==> src/rtl/silife_pkg.sv <==
`default_nettype none
// +--------------------------------------------------------------------+
// | silife_pkg : grid geometry and sequencer state encoding            |
// | rev 1.0                                                            |
// +--------------------------------------------------------------------+
package silife_pkg;

  localparam int GRID_WIDTH  = 8;
  localparam int GRID_HEIGHT = 32;
  localparam int ROW_BITS    = $clog2(GRID_HEIGHT);

  typedef enum logic [1:0] {
    ST_IDLE  = 2'd0,
    ST_WRITE = 2'd1,
    ST_STEP  = 2'd2
  } seq_state_e;

  typedef enum logic {
    WR_HOST = 1'b0,
    WR_DEMO = 1'b1
  } writer_e;

endpackage
`default_nettype wire

==> src/rtl/silife_step_timer.sv <==
`default_nettype none
// +--------------------------------------------------------------------+
// | silife_step_timer : generation period counter + single-step edge   |
// | rev 1.0                                                            |
// +--------------------------------------------------------------------+
module silife_step_timer #(
  parameter int STEP_PERIOD_W = 16
) (
  input  logic                     clk,
  input  logic                     rst_n,
  input  logic                     i_run,
  input  logic                     i_single_step,
  input  logic [STEP_PERIOD_W-1:0] i_period,
  output logic                     o_step_request
);

  logic [STEP_PERIOD_W-1:0] count_q, count_d;
  logic [STEP_PERIOD_W-1:0] last_tick;
  logic                     single_prev_q, single_prev_d;
  logic                     fire;

  always_comb begin
    last_tick     = (i_period == '0) ? '0 : i_period - STEP_PERIOD_W'(1);
    fire          = 1'b0;
    count_d       = count_q;
    single_prev_d = i_single_step;
    // A shortened period that the count already passed restarts on the next clock.
    if (!i_run) begin
      count_d = '0;
    end else if (count_q >= last_tick) begin
      count_d = '0;
      fire    = 1'b1;
    end else begin
      count_d = count_q + STEP_PERIOD_W'(1);
    end
  end

  // Edge detector resets high so a level held through reset is not an edge.
  always_ff @(posedge clk or negedge rst_n) begin
    if (!rst_n) begin
      count_q       <= '0;
      single_prev_q <= 1'b1;
    end else begin
      count_q       <= count_d;
      single_prev_q <= single_prev_d;
    end
  end

  assign o_step_request = fire | (i_single_step & ~single_prev_q);

endmodule
`default_nettype wire

==> src/rtl/silife_sequencer.sv <==
`default_nettype none
// +--------------------------------------------------------------------+
// | silife_sequencer : arbitrates generation steps and row writes onto |
// | the grid port; SILIFE_GEN_COUNTER_EN enables o_gen_count. rev 1.0  |
// +--------------------------------------------------------------------+
module silife_sequencer
  import silife_pkg::*;
#(
  parameter int STEP_PERIOD_W = 16
) (
  input  logic                     clk,
  input  logic                     rst_n,
  input  logic                     i_run,
  input  logic                     i_single_step,
  input  logic [STEP_PERIOD_W-1:0] i_period,
  input  logic                     i_host_req,
  input  logic [ROW_BITS-1:0]      i_host_row,
  input  logic [GRID_WIDTH-1:0]    i_host_cells,
  output logic                     o_host_ack,
  input  logic                     i_demo_req,
  input  logic [ROW_BITS-1:0]      i_demo_row,
  input  logic [GRID_WIDTH-1:0]    i_demo_cells,
  output logic                     o_demo_ack,
  output logic [ROW_BITS-1:0]      o_row_select,
  output logic [GRID_WIDTH-1:0]    o_set_cells,
  output logic [GRID_WIDTH-1:0]    o_clear_cells,
  output logic                     o_step,
  output logic [STEP_PERIOD_W-1:0] o_gen_count,
  output logic                     o_busy
);

  seq_state_e              state_q, state_d;
  writer_e                 last_writer_q, last_writer_d;
  logic                    step_pending_q, step_pending_d;
  logic [ROW_BITS-1:0]     row_q, row_d;
  logic [GRID_WIDTH-1:0]   set_q, set_d, clr_q, clr_d;
  logic                    host_ack_q, host_ack_d, demo_ack_q, demo_ack_d;
  logic                    busy_q, busy_d;
  logic                    step_request;
  logic                    host_ok, demo_ok, pick_demo, grant_step, grant_write;

  silife_step_timer #(.STEP_PERIOD_W(STEP_PERIOD_W)) u_timer (
    .clk            (clk),
    .rst_n          (rst_n),
    .i_run          (i_run),
    .i_single_step  (i_single_step),
    .i_period       (i_period),
    .o_step_request (step_request)
  );

  always_comb begin
    // A requester still sees its ack this cycle; do not grant it twice.
    host_ok     = i_host_req & ~host_ack_q;
    demo_ok     = i_demo_req & ~demo_ack_q;
    pick_demo   = demo_ok & (~host_ok | (last_writer_q == WR_HOST));
    grant_step  = step_pending_q & ~((host_ok | demo_ok) & (state_q == ST_STEP));
    grant_write = (host_ok | demo_ok) & ~grant_step;

    state_d        = ST_IDLE;
    last_writer_d  = last_writer_q;
    row_d          = '0;
    set_d          = '0;
    clr_d          = '0;
    host_ack_d     = 1'b0;
    demo_ack_d     = 1'b0;
    step_pending_d = step_request | (step_pending_q & ~grant_step);
    busy_d         = step_pending_d | i_host_req | i_demo_req;

    if (grant_step) begin
      state_d = ST_STEP;
    end else if (grant_write) begin
      state_d = ST_WRITE;
      if (pick_demo) begin
        last_writer_d = WR_DEMO;
        demo_ack_d    = 1'b1;
        row_d         = i_demo_row;
        set_d         = i_demo_cells;
        clr_d         = ~i_demo_cells;
      end else begin
        last_writer_d = WR_HOST;
        host_ack_d    = 1'b1;
        row_d         = i_host_row;
        set_d         = i_host_cells;
        clr_d         = ~i_host_cells;
      end
    end
  end

  always_ff @(posedge clk or negedge rst_n) begin
    if (!rst_n) begin
      state_q        <= ST_IDLE;
      last_writer_q  <= WR_DEMO;
      step_pending_q <= 1'b0;
      row_q          <= '0;
      set_q          <= '0;
      clr_q          <= '0;
      host_ack_q     <= 1'b0;
      demo_ack_q     <= 1'b0;
      busy_q         <= 1'b0;
    end else begin
      state_q        <= state_d;
      last_writer_q  <= last_writer_d;
      step_pending_q <= step_pending_d;
      row_q          <= row_d;
      set_q          <= set_d;
      clr_q          <= clr_d;
      host_ack_q     <= host_ack_d;
      demo_ack_q     <= demo_ack_d;
      busy_q         <= busy_d;
    end
  end

  assign o_step        = (state_q == ST_STEP);
  assign o_host_ack    = host_ack_q;
  assign o_demo_ack    = demo_ack_q;
  assign o_row_select  = row_q;
  assign o_set_cells   = set_q;
  assign o_clear_cells = clr_q;
  assign o_busy        = busy_q;

`ifdef SILIFE_GEN_COUNTER_EN
  logic [STEP_PERIOD_W-1:0] gen_q, gen_d;

  always_comb begin
    gen_d = grant_step ? gen_q + STEP_PERIOD_W'(1) : gen_q;
  end

  always_ff @(posedge clk or negedge rst_n) begin
    if (!rst_n) gen_q <= '0;
    else        gen_q <= gen_d;
  end

  assign o_gen_count = gen_q;
`else
  assign o_gen_count = '0;
`endif

endmodule
`default_nettype wire

==> config.mk <==
export PLATFORM = sky130hd
export DESIGN_NAME = silife_sequencer
export DESIGN_NICKNAME = d
export VERILOG_FILES = /design/src/rtl/silife_pkg.sv /design/src/rtl/silife_step_timer.sv /design/src/rtl/silife_sequencer.sv
export SDC_FILE = /design/constraint.sdc
export NUM_CORES = 1
export LEC_CHECK = 0
export CAP_MARGIN = 20
export CORE_MARGIN = 8
export CORE_UTILIZATION = 40
export DETAILED_ROUTE_END_ITERATION = 10
export MAX_ROUTING_LAYER = met4
export PLACE_DENSITY = 0.71
export SLEW_MARGIN = 20
export SYNTH_ARGS = -nofsm -noshare
export SYNTH_HDL_FRONTEND = slang
export SYNTH_SLANG_ARGS = --single-unit
==> constraint.sdc <==
create_clock -name clk -period 1.9 [get_ports clk]
set_input_delay 0.285 -clock clk [delete_from_list [all_inputs] [get_ports clk]]
set_output_delay 0.285 -clock clk [all_outputs]
set_load 0.01 [all_outputs]
# --- After elaboration in Yosys (flattened, before gate mapping) ---
# Index checks and enable logic that the tools add are counted.
op_classes:
  add_sub_neg: 2
  reduce_logical: 2
  muxes: 22
  eq_ne: 1
  n_bitwise: 23
  magnitude_cmp: 1
op_table:
  columns: ["operator", "n"]
  rows:
  - ["two-way mux 16 bit", 3]
  - ["two-way mux 8 bit", 6]
  - ["adder 16 x 1 -> 16 bit (second input constant)", 1]
  - [">= comparator 16 bit", 1]
  - ["zero test 16 bit", 1]
  - ["NOT 8 bit", 2]
  - ["subtractor 16 x 1 -> 16 bit (second input constant)", 1]
  - ["two-way mux 5 bit", 3]
  - ["two-way mux 1 bit", 9]
  - ["AND 1 bit", 8]
  - ["NOT 1 bit", 7]
  - ["bitwise OR 1 bit", 6]
  - ["== test 2 bit (second input constant)", 1]
  - ["two-way mux 2 bit", 1]
  - ["AND reduction 2 bit", 1]
totals:
  input_bits: 48
  word_cells: 62
  reg_bits: 45
  out_inout_bits: 41

# --- Depth between registers and ports, before layout ---
# Gate-level depths: netlist (run 1).
depth:
  ltp_word: 11
  ltp_mapped: 15
  ltp_nobuf: 12

# --- Hierarchy ---
# Synthesis (run 1) repeated with hierarchy kept, for this count alone.
unflattened:
  hier_cells: 293
  area_unflattened_um2: 2711.4
modules_own_cells:
  columns: ["mod", "seq_area_each_um2", "area_each_um2", "cells_per_inst", "n_inst"]
  rows:
  - ["silife_step_timer", 426.7, 1457.6, 177, 1]
  - ["silife_sequencer", 701.9, 1253.7, 116, 1]

# --- Worst setup path after synthesis (run 1) ---
# Ideal clock, no wire load.
synth_timing:
  path_type: "in2reg"
  from: "input i_period[9]"
  to: "register u_timer.count_q[7]"
  t_required_ns: 1.828
  stages: 13
  arrival_ns: 3.079
  path_buffers: 2
  setup_slack_ns: -1.251
  setup_time_ns: 0.072
  cell_sequence: "or4_4 > nor4_2 > nand2b_1 > nor3_1 > mux2i_1 > ha_1 > and4_1 > a21oi_1 > o21ai_0 > or4_1 > buf_2 > buf_6 > nor2_1"
synth_via:
  elab_chain_cells: 5
  word_cells_on_any_way: 6
  classes_between: "add/sub: 1; order compare: 1; mux: 3; reduce/logical: 1"
synth_rtl:
  columns: ["element", "line_no", "rtl"]
  rows:
  - ["from (decl)", "silife_sequencer.sv:15", "input logic [STEP_PERIOD_W-1:0] i_period,"]
  - ["subtractor 16 x 1 -> 16 bit or zero test 16 bit (tied branches)", "silife_step_timer.sv:23", "last_tick = (i_period == '0) ? '0 : i_period - STEP_PERIOD_W'(1);"]
  - ["two-way mux 16 bit *", "silife_step_timer.sv:23", null]
  - [">= comparator 16 bit *", "silife_step_timer.sv:30", "end else if (count_q >= last_tick) begin"]
  - ["two-way mux 16 bit *", "silife_step_timer.sv:30", null]
  - ["two-way mux 16 bit *", "silife_step_timer.sv:28", "if (!i_run) begin"]
  - ["named net u_timer.count_d[7]", "silife_step_timer.sv:17", "logic [STEP_PERIOD_W-1:0] count_q, count_d;"]
  - ["to (signal assigned)", "silife_step_timer.sv:44", "count_q <= count_d;"]
  - ["to (decl)", "silife_step_timer.sv:17", null]
# The timed path passes the listed nets; every way through them passes the cells marked *.
# A chain may end at the register's enable or synchronous reset.

# --- Worst setup path in the final report (run 1) ---
layout_timing:
  from: "input i_period[6]"
  to: "register u_timer.count_q[15]"
# Same word-level chain as after synthesis.

==> run_results.csv, run 1 <==
group,metric,value,unit
final_layout,postLayoutCellArea,0.00407,mm²
setup_path,required,2.14,ns
clocking,clock_latency,0.30,ns
min_path,min_path_type,"input port to async pin",
final_layout,antenna_cells,0,
placement,dp_hpwl,5140,µm
detailed_routing,routed_wl,6860,µm
detailed_routing,viasPerCell,4.86,
die,die_area,0.00943,mm²
setup_path,criticalPathCategory,"input port to register",
synth,ys_ff_latch,45,
global_routing,grt_pass1_wl,11400,µm
setup_path,cp.arrival,3.21,ns
sta,whs,0.0297,ns
detailed_routing,vias,2287,
placement,gp_congestion,0.821,
sta,setup_slack,-1.08,ns
die,rows,29,
die,initial_utilization,41.5,%
pwr,ir_worst_vdd,0.587,mV
run_status,status,"finished, violations left",
sta,post-route-period-util,157,%
sta,finClkSkew,0.0102,ns
synth,synth.avg_cell_area,9.79,µm²
synth,syn_area,0.00263,mm²
setup_path,path_max_fanout,8,
pwr,power_density,620,mW/mm²
pwr,cellLeakagePower,1.93,nW
synth,ys_warn_count,0,
final_layout,layout-drive-gt1-share,27.9,%
sta,max_freq,336,MHz
sta,finalMaxSlewViolations,0,
sta,min_period,2.98,ns
clocking,tritoncts,"done",
global_routing,grt_max_degree,34,
global_routing,grt_usage,14.8,%
synth,ys_seq_area_share,42.9,%
setup_path,startpoint_type,"input port",
global_routing,grt_antenna_before_repair,0,
setup_path,cp-end-kind,"register",
global_routing,grt_pass1_vias,2523,
run_status,violations,"setup timing",
synth,synth.top_cell.area_share,40.9,%
die,die_w,97.1,µm
clocking,clock-sinks,45,
clocking,numCtsBuffers,5,
clocking,clock_path_buffers,2,
final_layout,fin_nets,460,
detailed_routing,drtAntennaViolNets,0,
die,core_area,0.00635,mm²
die,io_pins,89,
clocking,path_clk_slew,0.08,ns
sta,slew-limit-headroom,53.3,%
die,fp.dieH,97.1,µm
job,drv_cap,0,
placement,place_area,0.00371,mm²
synth,synth_top_area_cell,"dfrtp_1",
detailed_routing,wire_per_inst,14.6,µm
sta,setup_tns,-18.76,ns
synth,synth_cell_types,41,
sta,report.final.hold_viol_count,0,
global_routing,overflow,0,
detailed_routing,firstDrtPassIters,4,
sta,worstMarginPinSlew,0.700,ns
sta,rsz0062_at_grt,"yes",
clocking,htreeDepth,2,
sta,setup_viol,18,
final_layout,syn_to_final_growth,54.7,%
clocking,cts-root-buf,"clkbuf_8",
synth,netlist_top_cells_area,"dfrtp_1 41%, ha_1 9.0%, nor2_1 5.1%, xor2_1 4.7%, buf_4 4.6%",
placement,port_buffers,72,
detailed_routing,drt_iter0_drc,79,
detailed_routing,drc_errors,0,
synth,syn_inst,269,
==> area by class of cell <==
| cell class | count | area [µm²] |
|---|---|---|
| Clock inverter | 2 | 37.5 |
| Inverter | 10 | 37.5 |
| Clock buffer | 6 | 82.6 |
| Tap cell | 77 | 96.3 |
| Timing Repair Buffer | 124 | 1120 |
| Multi-Input combinational cell | 207 | 1570 |
| Fill cell | 520 | 2280 |
| Sequential cell | 45 | 1130 |
==> where the power goes <==
group	total (mW)	internal, mW	switching, mW
sequential	1.08	1.05	0.0324
clock	0.749	0.427	0.321
combinational	0.693	0.380	0.314
total	2.53	1.86	0.667
==> metrics by stage <==
step | power [mW] | utilization, % | cells | setup WS, ns
after global placement | 1.75 | 58.4 | 457 | -1.68
after CTS | 2.54 | 63.1 | 470 | -1.06
after floorplan | 1.40 | - | 284 | -1.18
after detailed placement | 1.76 | 58.4 | 457 | -1.75
after global routing | 2.65 | 64.1 | 471 | -1.16
final | 2.53 | 64.1 | 471 | -1.08
==> metal layers <==
layer | track usage, % | up-vias | part of all wire [%]
met5 | - | - | 0
met4 | 3.91 | 0 | 0.99
met3 | 4.77 | 8 | 6.9
met2 | 24.1 | 74 | 47
met1 | 17.2 | 1069 | 45
li1 | - | 1136 | -
==> registers in the layout, summed over array words and instances (netlist names), 2 cells and up <==
register and cells:
o_clear_cells 8, o_row_select 5, o_set_cells 8, state_q 2
u_timer.count_q 16
==> cells by family after synthesis <==
logic type      Yosys count  synth area share [%]
fa+ha+maj                19                  9.03
buf+inv                  32                  7.22
other cells               1                 0.142
compound gates           32                  8.98
xor+xnor                 22                  7.32
mux                      10                  3.80
simple gates            108                  20.6
flops                    45                  42.9
==> worst paths after layout <==
kind | endpoint | depth (start not counted) | slack, ns | startpoint
max | u_timer.count_q[15]$_DFF_PN0_ | 13 | -1.08 | i_period[6]
min | u_timer.count_q[9]$_DFF_PN0_ | 1 | 0.03 | rst_n
max reg2reg | u_timer.count_q[15]$_DFF_PN0_ | 8 | -0.17 | u_timer.count_q[0]$_DFF_PN0_
min reg2reg | last_writer_q$_DFFE_PN1P_ | 1 | 0.52 | last_writer_q$_DFFE_PN1P_
max in group asynchronous | u_timer.count_q[1]$_DFF_PN0_ | 2 | 1.28 | rst_n
min in group clk | u_timer.single_prev_q$_DFF_PN1_ | 1 | 0.43 | i_single_step
==> repair_timing <==
action                                  in CTS  in global routing
endpoints found under the setup margin      18                 19
cloned                                       1                  0
buffers inserted                             4                  1
hold endpoints to repair                     0                  0
resized for setup                           61                 14
hold buffers                                 0                  0
pin swaps                                   22                  4
==> cells in the mapped netlist (all sizes together) <==
library cell   n
inv           10
dfrtp         43
nand3         12
nor4           4
nand2         24
a2111oi        1
nor2          36
o41ai          3
nand2b         4
a32oi          1
o21ai          6
nor4b          1
nor3b          1
and2b          1
nor2b         10
xnor2          8
or4            2
buf           19
ha            19
a21oi          9
clkbuf         3
conb           1
and4           2
and3           4
o31ai          1
xor2          14
a22o           6
nand3b         1
mux2i         10
nand4          2
nor3           4
o21a           1
dfstp          2
a21o           3
a31o           1
==> cells in the final DEF (no fill, tap or decap), drive strengths merged, types with 3 or more instances in the layout <==
cell type	n
nand2b	4
and3	4
mux2i	10
buf	57
inv	10
clkdlybuf4s50	63
nand3	12
xnor2	8
nand2	24
conb	16
clkbuf	6
nor2	36
o41ai	3
ha	19
o21ai	6
nor2b	10
nor3	4
a22o	6
dfrtp	43
a21o	3
a21oi	9
dlygate4sd2	4
xor2	14
nor4	4
==> worst max-delay path: stages <==
cell     delay (ns)
buf_6          0.09
or4_4          0.55
nor4_4         0.21
and2b_2        0.26
nand3_1        0.10
a21oi_1        0.20
ha_1           0.28
and4_4         0.19
a21oi_2        0.15
o21ai_2        0.09
or4_4          0.53
buf_8          0.18
nor2_2         0.10
Note: power is estimated with default switching activity, not from simulation.
==> inputs of run 2 (changes only) <==
CORE_MARGIN = 1   (was 8)
CTS_CLUSTER_DIAMETER = 80   (was not set)
==> run 2 against run 1 <==
Net effect:
- the run ends with hold timing, setup timing left
- combinational power fell by 2%
- count of clock-buffer cells in the layout fell by 1
- sequential share of layout area barely moved
- die area fell by 27%
- first-iteration DRC count fell by 35%
- clock skew fell by 0.0022 ns
- sequential power barely moved
- design area fell by 0.12%
- critical path type unchanged
==> run_results.csv, run 2 (same netlist as run 1, synthesis figures left out) <==
group,metric,value,unit
pwr,pwr-share-clk,24.3,%
sta,max_freq,330,MHz
pwr,p_int,1.68,mW
run_status,status,"finished, violations left",
detailed_routing,firstDrtPassIters,4,
placement,place_area,0.00373,mm²
die,die_w,83.1,µm
pwr,power.share.combinational,29.2,%
pwr,p_sw,645,µW
detailed_routing,viasPerCell,4.88,
pwr,power.share.sequential,46.5,%
setup_path,cp-end-kind,"register",
setup_path,startpoint_type,"input port",
sta,min_period,3.03,ns
placement,dp_hpwl,4580,µm
final_layout,regMostFlops,"u_timer.count_q",
global_routing,grt_pass1_vias,2451,
sta,finalMaxSlewViolations,0,
detailed_routing,met2_length,3150,µm
clocking,path_clk_slew,0.08,ns
final_layout,fin_cells,476,
detailed_routing,vias,2324,
detailed_routing,met3_wirelength,397,µm
global_routing,grt_antenna_before_repair,0,
setup_path,r2r_slack,-0.20,ns
clocking,clock_path_buffers,2,
placement,gp_congestion,0.847,
placement,port_buffers,72,
run_status,violations,"hold timing, setup timing",
setup_path,timing.rr.start,"u_timer.count_q[13]$_DFF_PN0_",
final_layout,syn_to_final_growth,54.5,%
pwr,power_density,572,mW/mm²
final_layout,final_cell_mix,"61 x clkdlybuf4s50_1, 53 x buf_4, 43 x dfrtp_1",
detailed_routing,drtAntennaViolNets,0,
die,initial_utilization,41.5,%
job,drv_cap,0,
global_routing,grt_pass1_wl,10600,µm
die,io_pins,89,
clocking,clock-sinks,45,
placement,place_inst,458,
die,core_area,0.00635,mm²
global_routing,grt_usage,19.6,%
clocking,htreeDepth,2,
clocking,numCtsBuffers,5,
setup_path,criticalPathCategory,"input port to register",
final_layout,antenna_cells,0,
pwr,cellLeakagePower,1.96,nW
sta,worstMarginPinSlew,0.604,ns
clocking,clock_latency,0.29,ns
final_layout,fin_nets,465,
detailed_routing,highest_layer,"met4",
setup_path,worst_r2r_path_depth,7,
die,rows,29,
die,fp.dieH,83.1,µm
min_path,min_path_type,"input port to async pin",
setup_path,cp.arrival,3.26,ns
global_routing,grt_max_degree,28,
detailed_routing,drt_iter0_drc,51,
die,die_area,0.00691,mm²
sta,slew-limit-headroom,59.7,%
clocking,cts-root-buf,"clkbuf_8",
detailed_routing,drc_errors,0,
final_layout,layout_commonest_cell,"clkdlybuf4s50_1",
sta,report.final.hold_viol_count,22,
sta,finClkSkew,0.00803,ns
detailed_routing,routed_wl,6210,µm
clocking,tritoncts,"done",
final_layout,largest_reg_flops,16,
setup_path,r2r-end,"u_timer.count_q[6]$_DFF_PN0_",
sta,whs,-0.00835,ns
sta,setup_slack,-1.13,ns
detailed_routing,wire_per_inst,13.0,µm
pwr,ir_worst_vdd,0.584,mV
setup_path,path_max_fanout,8,
sta,setup_viol,18,
sta,post-route-period-util,160,%
final_layout,postLayoutCellArea,0.00407,mm²
final_layout,layout-drive-gt1-share,26.6,%
pwr,switching_share,27.7,%
setup_path,required,2.12,ns
detailed_routing,wl_met1,2570,µm
global_routing,overflow,0,
sta,rsz0062_at_grt,"yes",
run 2: cell count changes in the layout (fill, tap and decap cells not counted), moves of 2 or more:
cell	delta
nor2_2	-9
clkdlybuf4s50_1	-2
ha_1	+2
ha_4	-2
clkinv_2	+2
buf_4	+4
nor2_4	+4
buf_12	+2
nor2_1	+5
run 2: routing by layer:
layer,vias to the layer above,GRT usage [%]
li1,1144,-
met3,10,4.17
met2,85,34.7
met5,-,-
met4,0,6.11
met1,1085,21.9
run 2: final cells by class:
class,instances,area [µm²]
Tap cell,77,96.3
Timing Repair Buffer,129,1180
Clock buffer,5,68.8
Multi-Input combinational cell,207,1540
Fill cell,521,2280
Sequential cell,45,1130
Clock inverter,3,17.5
Inverter,10,37.5
run 2: stage by stage:
stage / hold slack, ns / utilization (%) / setup WS (ns) / total power, mW / setup TNS, ns
5_1_grt: 0.0347 / 64.1 / -1.18 / 2.46 / -20.93
3_5_place_dp: 0.334 / 58.7 / -1.80 / 1.76 / -31.66
6_report: -0.00835 / 64.1 / -1.13 / 2.33 / -19.71
4_1_cts: 0.0104 / 62.9 / -1.09 / 2.35 / -19.05
2_1_floorplan: -0.0106 / - / -1.18 / 1.40 / -19.71
3_3_place_gp: 0.323 / 58.7 / -1.66 / 1.75 / -29.39
run 2: worst max-delay path: stages:
cell	delay (ns)
buf_6	0.09
or4_4	0.55
nor4_4	0.20
buf_4	0.17
and2b_2	0.19
nand3_1	0.11
a21oi_2	0.16
ha_1	0.25
and4_4	0.20
a21oi_2	0.15
o21ai_2	0.08
or4_4	0.57
buf_8	0.17
nor2_1	0.10
run 2: how the worst max path moves through the flow:
stage,startpoint,to,depth (start not counted)
6_report,i_period[8],u_timer.count_q[6]$_DFF_PN0_,14
5_1_grt,i_period[8],u_timer.count_q[6]$_DFF_PN0_,13
4_1_cts,i_period[8],u_timer.count_q[1]$_DFF_PN0_,13
3_5_place_dp,i_period[9],u_timer.count_q[14]$_DFF_PN0_,13
3_3_place_gp,i_period[9],u_timer.count_q[11]$_DFF_PN0_,13
2_1_floorplan,i_period[9],u_timer.count_q[7]$_DFF_PN0_,13
run 2: power groups by stage:
stage	logic (mW)	registers, mW	clock network [mW]
after floorplan	0.263	1.14	0
after global placement	0.649	1.10	0
after detailed placement	0.657	1.10	0
after CTS	0.679	1.08	0.585
after global routing	0.736	1.09	0.632
final	0.678	1.08	0.566
run 2: repair_timing:
item | CTS | global route
resized for setup | 56 | 13
buffers inserted | 7 | 2
endpoints found under the setup margin | 18 | 18
cloned | 1 | 0
hold buffers | 0 | 0
pin swaps | 23 | 10
